===== src/rtl/sw_key_input_port_if.sv =====
// Avalon-MM slave bus bundle for the switch/key input port.
// Signals: 2-bit word address, read/write strobes, 32-bit write and read data.
interface sw_key_input_port_if;
  logic [1:0]  avs_address;
  logic        avs_read;
  logic        avs_write;
  logic [31:0] avs_writedata;
  logic [31:0] avs_readdata;

  modport master (
    output avs_address,
    output avs_read,
    output avs_write,
    output avs_writedata,
    input  avs_readdata
  );

  modport slave (
    input  avs_address,
    input  avs_read,
    input  avs_write,
    input  avs_writedata,
    output avs_readdata
  );
endinterface


===== src/rtl/sw_key_input_port.sv =====
// Debounced switch/key input port: sync, debounce, edge capture, Avalon-MM regs.
// Ports: clk_clk, reset_reset_n (sync, active-low), pins_in, avs (slave), irq.
// Map: 0 DATA(ro) 1 IRQMASK(rw) 2 EDGECAP(w1c) 3 RAW(ro).
// Define SWIN_IRQ_EN to build IRQMASK and the interrupt; otherwise irq=0.
module sw_key_input_port #(
  parameter int              N_IN            = 12,
  parameter int              DEBOUNCE_CYCLES = 500000,
  parameter int              CNT_W           = 20,
  parameter logic [N_IN-1:0] INIT_VAL        = 12'hF00
) (
  input  logic                clk_clk,
  input  logic                reset_reset_n,
  input  logic [N_IN-1:0]     pins_in,
  sw_key_input_port_if.slave  avs,
  output logic                irq
);

  localparam logic [CNT_W-1:0] LAST = CNT_W'(DEBOUNCE_CYCLES - 1);

  logic [N_IN-1:0]  r_sync1;
  logic [N_IN-1:0]  r_sync2;
  logic [N_IN-1:0]  r_deb;
  logic [N_IN-1:0]  r_edge;
  logic [CNT_W-1:0] r_cnt [N_IN];
  logic [31:0]      r_rdata;

  logic [N_IN-1:0]  w_chg;
  logic [N_IN-1:0]  w_clr;
  logic [N_IN-1:0]  w_mask;
  logic [N_IN-1:0]  w_rd;
  logic             w_wr_mask;
  logic             w_wr_edge;

  // Upper write-data bits have no register behind them.
  wire w_unused = &{1'b0, avs.avs_writedata[31:N_IN]};

  assign w_wr_mask = avs.avs_write && (avs.avs_address == 2'd1);
  assign w_wr_edge = avs.avs_write && (avs.avs_address == 2'd2);
  assign w_clr     = w_wr_edge ? avs.avs_writedata[N_IN-1:0] : '0;

  // A bit is accepted after DEBOUNCE_CYCLES consecutive mismatching samples.
  always_comb begin
    w_chg = '0;
    for (int i = 0; i < N_IN; i++) begin
      w_chg[i] = (r_sync2[i] != r_deb[i]) && (r_cnt[i] == LAST);
    end
  end

  always_comb begin
    w_rd = '0;
    unique case (avs.avs_address)
      2'd0:    w_rd = r_deb;
      2'd1:    w_rd = w_mask;
      2'd2:    w_rd = r_edge;
      default: w_rd = r_sync2;
    endcase
  end

  always_ff @(posedge clk_clk) begin
    if (!reset_reset_n) begin
      r_sync1 <= INIT_VAL;
      r_sync2 <= INIT_VAL;
      r_deb   <= INIT_VAL;
      r_edge  <= '0;
      r_rdata <= '0;
      for (int i = 0; i < N_IN; i++) begin
        r_cnt[i] <= '0;
      end
    end else begin
      r_sync1 <= pins_in;
      r_sync2 <= r_sync1;
      for (int i = 0; i < N_IN; i++) begin
        if (r_sync2[i] == r_deb[i]) begin
          r_cnt[i] <= '0;
        end else if (w_chg[i]) begin
          r_deb[i] <= r_sync2[i];
          r_cnt[i] <= '0;
        end else begin
          r_cnt[i] <= r_cnt[i] + CNT_W'(1);
        end
      end
      // A change in the same cycle as a clear keeps the bit set.
      r_edge <= (r_edge & ~w_clr) | w_chg;
      if (avs.avs_read) begin
        r_rdata <= 32'(w_rd);
      end
    end
  end

  assign avs.avs_readdata = r_rdata;

`ifdef SWIN_IRQ_EN
  logic [N_IN-1:0] r_mask;
  logic            r_irq;

  always_ff @(posedge clk_clk) begin
    if (!reset_reset_n) begin
      r_mask <= '0;
      r_irq  <= 1'b0;
    end else begin
      if (w_wr_mask) begin
        r_mask <= avs.avs_writedata[N_IN-1:0];
      end
      r_irq <= |(r_edge & r_mask);
    end
  end

  assign w_mask = r_mask;
  assign irq    = r_irq;
`else
  wire w_unused_mask = w_wr_mask;
  assign w_mask = '0;
  assign irq    = 1'b0;
`endif

endmodule

===== src/flat_wrapper.sv =====
// flat-port wrapper written by rule: the top's interface ports become plain ports
module sw_key_input_port_flat 
#(
  parameter int              N_IN            = 12,
  parameter int              DEBOUNCE_CYCLES = 500000,
  parameter int              CNT_W           = 20,
  parameter logic [N_IN-1:0] INIT_VAL        = 12'hF00
)
  (clk_clk, reset_reset_n, pins_in, irq, avs_avs_address, avs_avs_read, avs_avs_write, avs_avs_writedata, avs_avs_readdata);
  sw_key_input_port_if avs_i ();
  input  logic clk_clk;
  input  logic reset_reset_n;
  input  logic [N_IN-1:0] pins_in;
  output logic irq;
  input wire logic [$bits(avs_i.avs_address)-1:0] avs_avs_address;
  input wire logic [$bits(avs_i.avs_read)-1:0] avs_avs_read;
  input wire logic [$bits(avs_i.avs_write)-1:0] avs_avs_write;
  input wire logic [$bits(avs_i.avs_writedata)-1:0] avs_avs_writedata;
  output wire logic [$bits(avs_i.avs_readdata)-1:0] avs_avs_readdata;
  assign avs_i.avs_address = avs_avs_address;
  assign avs_i.avs_read = avs_avs_read;
  assign avs_i.avs_write = avs_avs_write;
  assign avs_i.avs_writedata = avs_avs_writedata;
  assign avs_avs_readdata = avs_i.avs_readdata;
  sw_key_input_port #(.N_IN(N_IN), .DEBOUNCE_CYCLES(DEBOUNCE_CYCLES), .CNT_W(CNT_W), .INIT_VAL(INIT_VAL)) u_core (.clk_clk(clk_clk), .reset_reset_n(reset_reset_n), .pins_in(pins_in), .avs(avs_i), .irq(irq));
endmodule

===== config.mk =====
export PLATFORM = sky130hd
export DESIGN_NAME = sw_key_input_port_flat
export DESIGN_NICKNAME = d
export VERILOG_FILES = /design/src/rtl/sw_key_input_port_if.sv /design/src/rtl/sw_key_input_port.sv /design/src/flat_wrapper.sv
export SDC_FILE = /design/constraint.sdc
export NUM_CORES = 1
export LEC_CHECK = 0
export BUFFER_PORTS_ARGS = -buffer_cell sky130_fd_sc_hd__buf_2
export CAP_MARGIN = 25
export CORE_MARGIN = 1.5
export CORE_UTILIZATION = 34
export DETAILED_ROUTE_END_ITERATION = 12
export PLACE_DENSITY_LB_ADDON = 0.25
export SETUP_SLACK_MARGIN = 0.3
export SLEW_MARGIN = 10
export SYNTH_ARGS = -nofsm -noshare
export SYNTH_HDL_FRONTEND = slang
export SYNTH_SLANG_ARGS = --single-unit

===== constraint.sdc =====
create_clock -name clk_clk -period 2.15 [get_ports clk_clk]
set_clock_uncertainty 0.1 [all_clocks]
set_input_delay 0.1075 -clock clk_clk [delete_from_list [all_inputs] [get_ports clk_clk]]
set_output_delay 0.1075 -clock clk_clk [all_outputs]
set_load 0.05 [all_outputs]

==> results of run 1 <==
==> registers in the layout, summed over array words and instances, names as in the netlist <==
signal                   cells
u_core.avs.avs_readdata     12
u_core.r_cnt               240
u_core.r_deb                12
u_core.r_edge               12
u_core.r_sync1              12
u_core.r_sync2              12
==> cells in the mapped netlist, types with 4 or more instances <==
cell type | n | area share (%)
a21oi_1 | 73 | 2.3
ha_1 | 12 | 0.96
nand2b_1 | 8 | 0.32
nor2_1 | 207 | 5.0
inv_1 | 35 | 0.84
mux2_2 | 12 | 0.86
o31ai_1 | 30 | 1.4
nand4_1 | 72 | 2.9
and3_1 | 20 | 0.80
nand2_1 | 97 | 2.3
dfxtp_1 | 60 | 7.7
or3_1 | 49 | 2.0
a211oi_1 | 12 | 0.58
buf_4 | 21 | 1.0
edfxtp_1 | 240 | 46
nand3_1 | 82 | 2.6
nor3b_1 | 4 | 0.19
and4_1 | 29 | 1.6
nor4b_1 | 15 | 0.84
nor3_1 | 23 | 0.74
clkbuf_1 | 49 | 1.2
or4_1 | 40 | 1.9
nor4bb_1 | 5 | 0.32
nor4_1 | 21 | 0.84
xnor2_1 | 75 | 4.2
o21ai_0 | 51 | 1.6
a22oi_1 | 12 | 0.58
and2_1 | 22 | 0.88
xor2_1 | 87 | 4.9
==> metal layers <==
metal,vias up,wire length [um]
li1,6450,-
met1,6246,17100
met2,175,18600
met3,57,1240
met4,0,917
met5,-,0
==> report_power, final <==
group | switching [mW] | internal (mW) | total [mW]
clock | 2.41 | 3.48 | 5.89
sequential | 0.231 | 6.50 | 6.73
combinational | 0.681 | 0.495 | 1.18
total | 3.32 | 10.5 | 13.8
==> cells by family after synthesis <==
kind of cell	share of synthesized area, %
AND/OR/NAND/NOR	23.9
flip-flops	53.7
AO/OA/AOI/OAI	8.08
XOR/XNOR	9.07
buffers and inverters	3.24
multiplexers	0.928
adder cells (fa/ha/maj)	0.960
other	0.0480
==> how the worst min path moves through the flow <==
| stage | to | slack (ns) | cells past startpoint |
|---|---|---|---|
| 3_5_place_dp | u_core.r_sync1[11]$_SDFF_PN1_ | 0.19 | 2 |
| 5_1_grt | u_core.avs.avs_readdata[4]$_SDFFE_PN0P_ | 0.04 | 3 |
| 6_report | u_core.avs.avs_readdata[2]$_SDFFE_PN0P_ | 0.02 | 3 |
| 4_1_cts | u_core.avs.avs_readdata[2]$_SDFFE_PN0P_ | 0.001 | 3 |
| 3_3_place_gp | u_core.r_sync1[8]$_SDFF_PN1_ | 0.19 | 2 |
| 2_1_floorplan | u_core.r_sync1[10]$_SDFF_PN1_ | 0.11 | 1 |
==> per-stage QoR <==
step / hold slack, ns / utilization, % / setup TNS [ns]
final: 0.0182 / 50.2 / -1.83
after global routing: 0.0410 / 50.2 / -4.02
after CTS: 0.00117 / 46.1 / -1.79
after detailed placement: 0.195 / 39.8 / -1.93
after global placement: 0.192 / 39.8 / -1.56
after floorplan: 0.109 / - / -2.12
==> layout by cell type, fill, tap and decap left out, types with 50 or more instances in the layout <==
| cell | netlist | layout |
|---|---|---|
| nor2_4 | 0 | 99 |
| xnor2_1 | 75 | 74 |
| nand4_1 | 72 | 72 |
| nand3_1 | 82 | 69 |
| buf_4 | 21 | 191 |
| a21oi_2 | 0 | 50 |
| xor2_1 | 87 | 86 |
| nand2_1 | 97 | 87 |
| nor2_1 | 207 | 93 |
| edfxtp_1 | 240 | 240 |
| dfxtp_1 | 60 | 60 |
| conb_1 | 2 | 261 |
==> tightest hold or removal path: stages <==
cell and delay (ns):
buf_2 0.27, nor2_1 0.16, a211oi_1 0.05
==> area by class of cell <==
type,count,area (um2)
multi-input combinational,1360,9480
fill,4045,22600
clock inverter,7,33.8
timing repair buffer,321,2870
inverter,35,131
clock buffer,57,1090
sequential,300,8410
tap,600,751
==> what timing repair did <==
action                     in CTS  in global routing
gates cloned                   10                 13
gates resized for setup       193                284
buffers inserted               83                 62
hold endpoints to repair       30                  0
pin swaps                      67                 77
hold buffers                   30                  0
setup endpoints to repair     236                250
==> summary.txt, run 1 <==
Status
  • Status: complete, but fails checks
  • Failing checks: negative setup slack

Timing
  • Max_slew headroom: 66.4%
  • Final min period: 2.25 ns
  • Final worst setup slack: -0.103 ns
  • Final hold vios: 0
  • Period utilisation layout: 105%
  • Final setup viols: 23
  • Highest clock rate: 0.444 GHz
  • Worst slew pin tran: 0.505 ns
  • RSZ-0062 raised after global routing: true
  • Max Slew Vio Count: 0

Floorplanning
  • Die width: 218 um
  • Core outline area: 45400 um2
  • Die Y: 218 um
  • FP Rows: 78
  • Die Area: 47300 um2
  • Initial core utilization: 34.5%
  • IO Count: 83

GRT
  • GRT met2 Usage: 24.7%
  • First-pass GRT wire length: 58800 um
  • GR Util met3: 2.26%
  • Total GRT Usage: 15.0%
  • Largest net degree at the start of global routing: 25
  • Met1 layer usage reported by global route: 20.0%
  • Vias in the first global route: 12000
  • Overflow after GRT: 0
  • GR peak layer: met2
  • Initial antenna violation count: 0

Clocking
  • H-tree levels: 2
  • Clock Tree Buf Depth: 3
  • Clk slew on worst S/H paths: 0.06 ns
  • CTS Buf Count: 36
  • Clock sink count: 300
  • CTS tree: done
  • Root buffer cell: clkbuf_16
  • Clock latency on the worst-skew pair: 0.52 ns

Hold path
  • Hold path start: avs_avs_read
  • Worst Hold Class: in -> reg

Critical path
  • Reg2Reg Setup Slack: -0.10 ns
  • Critical path destination: u_core.r_cnt[0][118]$_SDFFCE_PN0P_
  • Cells on worst reg2reg path: 5
  • CP top delay family: simple AND/OR/NAND/NOR gates
  • Kind of critical path: reg -> reg
  • RR Endpoint: u_core.r_cnt[0][118]$_SDFFCE_PN0P_
  • Worst path bufs/invs: 1
  • First element of the critical path: u_core.r_cnt[0][110]$_SDFFCE_PN0P_
  • Startpoint Class: register
  • CP Data Arrival Time: 2.41 ns
  • CP max-delay cell: or4_4
  • Crit path cell chain: or4b_1, or4_4, o211ai_4, buf_12, a21oi_1
  • Crit-path max FO: 19
  • Reg-to-Reg Start: u_core.r_cnt[0][110]$_SDFFCE_PN0P_
  • Required @ worst endpoint: 2.31 ns
  • Crit path depth: 5
  • Worst setup EP type: register
  • Max stage delay on crit path: 0.55 ns

Synth
  • Asr flop ratio synth: 0%
  • Library cells used by synthesis: 56
  • Post-synthesis sequential element count: 300
  • Share of the yosys chip area belonging to registers: 53.7%
  • Syn avg cell area: 10.4 um2
  • Main synth FF type: edfxtp_1
  • Ys Warns: 0
  • Mapped cell area: 15600 um2
  • Post-synth EDFFs: 240
  • Post-Synthesis Cells: 1509

Detailed routing
  • Final WL: 37800 um
  • Vias: 12900
  • Pre-antenna DRT Iters: 5
  • # DRC: 0
  • Vias/cell: 4.82
  • Detail Route Antenna Nets: 0
  • Wire per inst: 14.1 um
  • Iter 0 DRT Violations: 790

Placed design
  • Area after DPL: 18000 um2
  • Placed wire-length estimate: 22800 um
  • Placement Setup Slack: -0.0979 ns
  • Placed cells: 2418
  • IO buf count: 41
  • Routability cong.: 0.780

Run
  • Max Cap Violations: 0

Finish
  • ANT cells: 0
  • Final Non-Filler Cells: 2680
  • Area grow syn2layout: 45.5%
  • Fraction of layout cells with a size suffix above 1: 31.3%
  • Design area: 22800 um2
  • Nets: 2116

Power
  • Power per cell area: 606 nW/um2
  • Total power: 13.8 mW
  • Peak VDD IR: 0.468 mV
  • Static Leak: 8.01 nW
Power figures use the tool's default switching activity.
==> inputs of run 2 (changes only) <==
- CORE_ASPECT_RATIO: unset -> 2
==> summary.txt, run 2 (synthesis results as in run 1) <==
Status
  • Status: complete, but fails checks
  • Failing checks: negative setup slack

Critical path
  • RR Endpoint: u_core.r_cnt[0][118]$_SDFFCE_PN0P_
  • Cells on worst reg2reg path: 5
  • Kind of critical path: reg -> reg
  • Reg2Reg Setup Slack: -0.09 ns
  • Reg-to-Reg Start: u_core.r_cnt[0][110]$_SDFFCE_PN0P_
  • CP max-delay cell: or4_4
  • Required @ worst endpoint: 2.36 ns
  • Crit path cell chain: or4b_1, or4_4, o211ai_4, buf_12, a21oi_1
  • Worst setup EP type: register
  • CP Data Arrival Time: 2.45 ns
  • Crit-path max FO: 19
  • Max stage delay on crit path: 0.55 ns
  • Startpoint Class: register

Power
  • Power per cell area: 587 nW/um2
  • Total power: 13.3 mW
  • Peak VDD IR: 0.602 mV
  • Static Leak: 8.11 nW

Run
  • Max Cap Violations: 0

Timing
  • Period utilisation layout: 104%
  • Final min period: 2.24 ns
  • Highest clock rate: 0.447 GHz
  • Worst slew pin tran: 0.629 ns
  • Max Slew Vio Count: 0
  • Final worst setup slack: -0.0873 ns
  • Final hold vios: 0
  • Final setup viols: 45
  • RSZ-0062 raised after global routing: true
  • Max_slew headroom: 57.9%

Clocking
  • CTS tree: done
  • Clock latency on the worst-skew pair: 0.57 ns
  • Clock sink count: 300
  • H-tree levels: 1
  • Clock Tree Buf Depth: 3
  • Root buffer cell: clkbuf_16
  • CTS Buf Count: 30
  • Clk slew on worst S/H paths: 0.06 ns

Hold path
  • Hold path depth: 4
  • Worst Hold End: u_core.avs.avs_readdata[8]$_SDFFE_PN0P_
  • Hold path start: avs_avs_address[1]
  • Worst Hold Class: in -> reg

Placed design
  • Placed wire-length estimate: 25100 um
  • Area after DPL: 18200 um2
  • IO buf count: 41
  • Routability cong.: 0.801

Detailed routing
  • Final WL: 39200 um
  • Vias: 13100
  • Post-Route M1 WL: 14300 um
  • Top sig layer: met4
  • Vias/cell: 4.93
  • # DRC: 0
  • Iter 0 DRT Violations: 536
  • Met2 Routed Length: 22600 um
  • Pre-antenna DRT Iters: 4
  • Routed length on met3: 1110 um
  • Detail Route Antenna Nets: 0
  • Wire per inst: 14.7 um

Finish
  • Commonest non-fill, non-tap cells in the layout: conb_1, edfxtp_1, buf_4
  • Nets: 2136
  • Most common cell after layout, fill and taps aside: conb_1
  • ANT cells: 0
  • Area taken by multi-input logic gates: 9310 um2
  • Fraction of layout cells with a size suffix above 1: 31.3%
  • Flip-flop and latch area: 8410 um2
  • Design area: 22700 um2
  • Biggest register: u_core.r_cnt
  • Area grow syn2layout: 45.1%
  • Fill count: 4105
  • Layout Utilization: 49.7%
  • Largest register FFs: 240

Floorplanning
  • Core outline area: 45700 um2
  • Die Y: 306 um
  • FP Rows: 111
  • Initial core utilization: 34.2%
  • Die width: 155 um
  • IO Count: 83
  • Die Area: 47400 um2

GRT
  • Vias in the first global route: 13100
  • Largest net degree at the start of global routing: 30
  • Initial antenna violation count: 0
  • Overflow after GRT: 0
  • Total GRT Usage: 15.9%
  • First-pass GRT wire length: 62300 um
run 2: cell count changes in the layout (fill, tap and decap cells not counted), sizes merged:
cell / previous run / this run
clkbuf: 63 / 53
dlygate4sd3: 30 / 32
bufinv: 0 / 1
clkinv: 7 / 6
buf: 285 / 312
or4: 43 / 42
run 2: layout make-up:
class | instances | area share [%]
well taps | 565 | 3.11
flip-flops and latches | 300 | 37.0
inverters | 35 | 0.579
clock inverters | 7 | 0.253
clock buffers | 49 | 4.25
multi-input cells | 1359 | 41.0
repair buffers | 348 | 13.8
run 2: repair_timing:
action                                  CTS  global route
hold buffers                             32             0
endpoints found under the setup margin  243           249
gates cloned                             12             7
pin swaps                                74            77
buffers inserted                         97            57
endpoints found under the hold margin    48             0
gates resized for setup                 232           206
run 2: where the power goes:
| part | leakage (nW) | switching (mW) | total [mW] | internal [mW] |
|---|---|---|---|---|
| Sequential | 2.97 | 0.227 | 6.72 | 6.50 |
| Combinational | 4.63 | 0.682 | 1.20 | 0.520 |
| Clock | 0.507 | 2.23 | 5.40 | 3.17 |
| Total | 8.11 | 3.14 | 13.3 | 10.2 |
run 2: how the worst max path moves through the flow:
stage | start | slack [ns] | end
6_report | u_core.r_cnt[0][110]$_SDFFCE_PN0P_ | -0.09 | u_core.r_cnt[0][118]$_SDFFCE_PN0P_
5_1_grt | u_core.r_cnt[0][110]$_SDFFCE_PN0P_ | -0.15 | u_core.r_cnt[0][119]$_SDFFCE_PN0P_
4_1_cts | u_core.r_cnt[0][110]$_SDFFCE_PN0P_ | -0.09 | u_core.r_cnt[0][119]$_SDFFCE_PN0P_
3_5_place_dp | u_core.r_cnt[0][110]$_SDFFCE_PN0P_ | -0.09 | u_core.r_cnt[0][113]$_SDFFCE_PN0P_
3_3_place_gp | u_core.r_cnt[0][110]$_SDFFCE_PN0P_ | -0.07 | u_core.r_cnt[0][118]$_SDFFCE_PN0P_
2_1_floorplan | u_core.r_cnt[0][105]$_SDFFCE_PN0P_ | -0.17 | u_core.r_cnt[0][108]$_SDFFCE_PN0P_
run 2: routing by layer:
metal	track usage, %	vias to the layer above
met1	16.3	6360
met5	0	-
met2	32.4	221
met3	1.74	72
li1	-	6467
met4	5.66	0
run 2: stage by stage:
step                setup WS, ns  setup TNS [ns]  std cells  hold slack, ns
CTS                      -0.0922           -1.79       2599         0.00190
global route              -0.154           -5.15       2663          0.0709
global placement         -0.0662           -1.18       2402           0.191
finish                   -0.0873           -2.19       2663          0.0395
detailed placement       -0.0937           -1.64       2402           0.194
floorplan                 -0.168           -2.12       1768           0.109
run 2: worst max-delay path: cells and delay by family, from the launching register on:
kind / cells / cell delay, ns
compound gates: 2 / 0.24
buf+inv: 1 / 0.17
flops: 1 / 0.38
simple gates: 2 / 1.08
==> inputs of run 3 (changes only) <==
- clock period: 2.15 -> 2.61 ns (I/O delays scaled with it)
==> summary.txt, run 3 (synthesis results as in run 1) <==
Finish
  • Fraction of layout cells with a size suffix above 1: 9.03%
  • Biggest register: u_core.r_cnt
  • Most common cell after layout, fill and taps aside: conb_1
  • Layout Utilization: 41.3%
  • Fill count: 4471
  • Area taken by multi-input logic gates: 7750 um2
  • Nets: 1898
  • Commonest non-fill, non-tap cells in the layout: conb_1, edfxtp_1, nor2_1
  • Area grow syn2layout: 20.7%
  • Largest register FFs: 240
  • Flip-flop and latch area: 8410 um2
  • ANT cells: 0
  • Final Non-Filler Cells: 2425

Floorplanning
  • Die Area: 47400 um2
  • FP Rows: 111
  • Core outline area: 45700 um2
  • IO Count: 83
  • Initial core utilization: 34.2%
  • Die Y: 306 um
  • Die width: 155 um

Critical path
  • Required @ worst endpoint: 2.82 ns
  • CP Data Arrival Time: 2.51 ns
  • Crit path cell chain: or4b_1, or4_4, o211ai_4, buf_12, a21oi_1
  • Startpoint Class: register
  • Crit-path max FO: 15
  • Worst setup EP type: register
  • CP max-delay cell: or4_4
  • Cells on worst reg2reg path: 5
  • Reg2Reg Setup Slack: 0.30 ns
  • Max stage delay on crit path: 0.56 ns
  • RR Endpoint: u_core.r_cnt[0][117]$_SDFFCE_PN0P_
  • Kind of critical path: reg -> reg
  • Reg-to-Reg Start: u_core.r_cnt[0][110]$_SDFFCE_PN0P_

Timing
  • Max Slew Vio Count: 0
  • Period utilisation layout: 88.5%
  • RSZ-0062 raised after global routing: true
  • Final min period: 2.31 ns
  • Highest clock rate: 0.433 GHz
  • Worst slew pin tran: 0.593 ns
  • Final setup viols: 0
  • Max_slew headroom: 60.5%
  • Final hold vios: 0
  • Setup TNS: 0 ns
  • Hold WS: 0.0258 ns

Placed design
  • Placed cells: 2332
  • Routability cong.: 0.852
  • Placed wire-length estimate: 23700 um
  • IO buf count: 41

Clocking
  • Clk slew on worst S/H paths: 0.06 ns
  • Clock Tree Buf Depth: 3
  • Clock latency on the worst-skew pair: 0.58 ns
  • Clock sink count: 300
  • H-tree levels: 1
  • CTS tree: done
  • Root buffer cell: clkbuf_16
  • CTS Buf Count: 30

Detailed routing
  • Detail Route Antenna Nets: 0
  • Wire per inst: 13.8 um
  • # DRC: 0
  • Pre-antenna DRT Iters: 4
  • Vias: 11800
  • Iter 0 DRT Violations: 382
  • Vias/cell: 4.88
  • Final WL: 33600 um

Hold path
  • Hold path start: avs_avs_read
  • Hold path depth: 3
  • Worst Hold Class: in -> reg
  • Worst Hold End: u_core.avs.avs_readdata[6]$_SDFFE_PN0P_

Power
  • Power per cell area: 570 nW/um2
  • Static Leak: 6.59 nW
  • Peak VDD IR: 0.326 mV

GRT
  • Total GRT Usage: 14.2%
  • First-pass GRT wire length: 55600 um
  • Vias in the first global route: 11700
  • Largest net degree at the start of global routing: 33
  • Overflow after GRT: 0
  • Initial antenna violation count: 0

Status
  • Status: complete, no violations

Run
  • Max Cap Violations: 0
[run 3: cell count changes in the layout (fill, tap and decap cells not counted), sizes merged]
cell | previous run | this run
buf | 312 | 83
clkinv | 6 | 12
bufinv | 1 | 2
dlygate4sd3 | 32 | 28
or4 | 42 | 41
inv | 35 | 36
clkinvlp | 0 | 3
clkbuf | 53 | 38
[run 3: routing by layer]
| layer | up-vias | global-route usage [%] | part of all wire, % |
|---|---|---|---|
| met1 | 5630 | 15.7 | 40 |
| met4 | 0 | 5.61 | 3.0 |
| met2 | 176 | 27.4 | 54 |
| li1 | 5977 | - | - |
| met3 | 61 | 1.47 | 2.5 |
| met5 | - | 0 | 0 |
[run 3: final cells by class]
cell class,count,share of cell area [%]
Sequential cell,300,44.5
Multi-Input combinational cell,1358,41.0
Clock buffer,38,4.79
Timing Repair Buffer,111,4.41
Tap cell,565,3.74
Clock inverter,18,0.828
Inverter,35,0.695
[run 3: worst max path at each step]
| stage | startpoint | cells past startpoint | slack, ns | end |
|---|---|---|---|---|
| finish | u_core.r_cnt[0][110]$_SDFFCE_PN0P_ | 5 | 0.30 | u_core.r_cnt[0][117]$_SDFFCE_PN0P_ |
| global route | u_core.r_cnt[0][110]$_SDFFCE_PN0P_ | 5 | 0.25 | u_core.r_cnt[0][117]$_SDFFCE_PN0P_ |
| CTS | u_core.r_cnt[0][110]$_SDFFCE_PN0P_ | 5 | 0.30 | u_core.r_cnt[0][117]$_SDFFCE_PN0P_ |
| detailed placement | u_core.r_cnt[0][110]$_SDFFCE_PN0P_ | 5 | 0.21 | u_core.r_cnt[0][105]$_SDFFCE_PN0P_ |
| global placement | u_core.r_cnt[0][110]$_SDFFCE_PN0P_ | 5 | 0.22 | u_core.r_cnt[0][117]$_SDFFCE_PN0P_ |
| floorplan | u_core.r_cnt[0][105]$_SDFFCE_PN0P_ | 5 | 0.29 | u_core.r_cnt[0][108]$_SDFFCE_PN0P_ |
[run 3: repair_timing]
item                                   CTS  global route
resized for setup                        2            10
endpoints found under the hold margin   28             0
setup endpoints to repair               19            65
hold buffers                            28             0
pin swaps                                1             1
buffers inserted                         4             5
[run 3: where the power goes]
part	total, mW	internal (mW)	switching, mW
sequential	5.55	5.35	0.201
clock	4.58	2.66	1.93
combinational	0.632	0.229	0.403
[run 3: worst max-delay path: cells and delay by family (launching register included)]
kind	cells	cell delay [ns]
AND/OR/NAND/NOR	2	1.09
flip-flops	1	0.40
AO/OA/AOI/OAI	2	0.29
buffers and inverters	1	0.17
[run 3: stage by stage]
stage,setup WS [ns],power (mW),area [um2]
4_1_cts,0.297,10.9,18800
6_report,0.301,10.8,18900
2_1_floorplan,0.292,6.06,16600
3_3_place_gp,0.220,6.22,17400
3_5_place_dp,0.206,6.23,17400
5_1_grt,0.250,11.2,18900
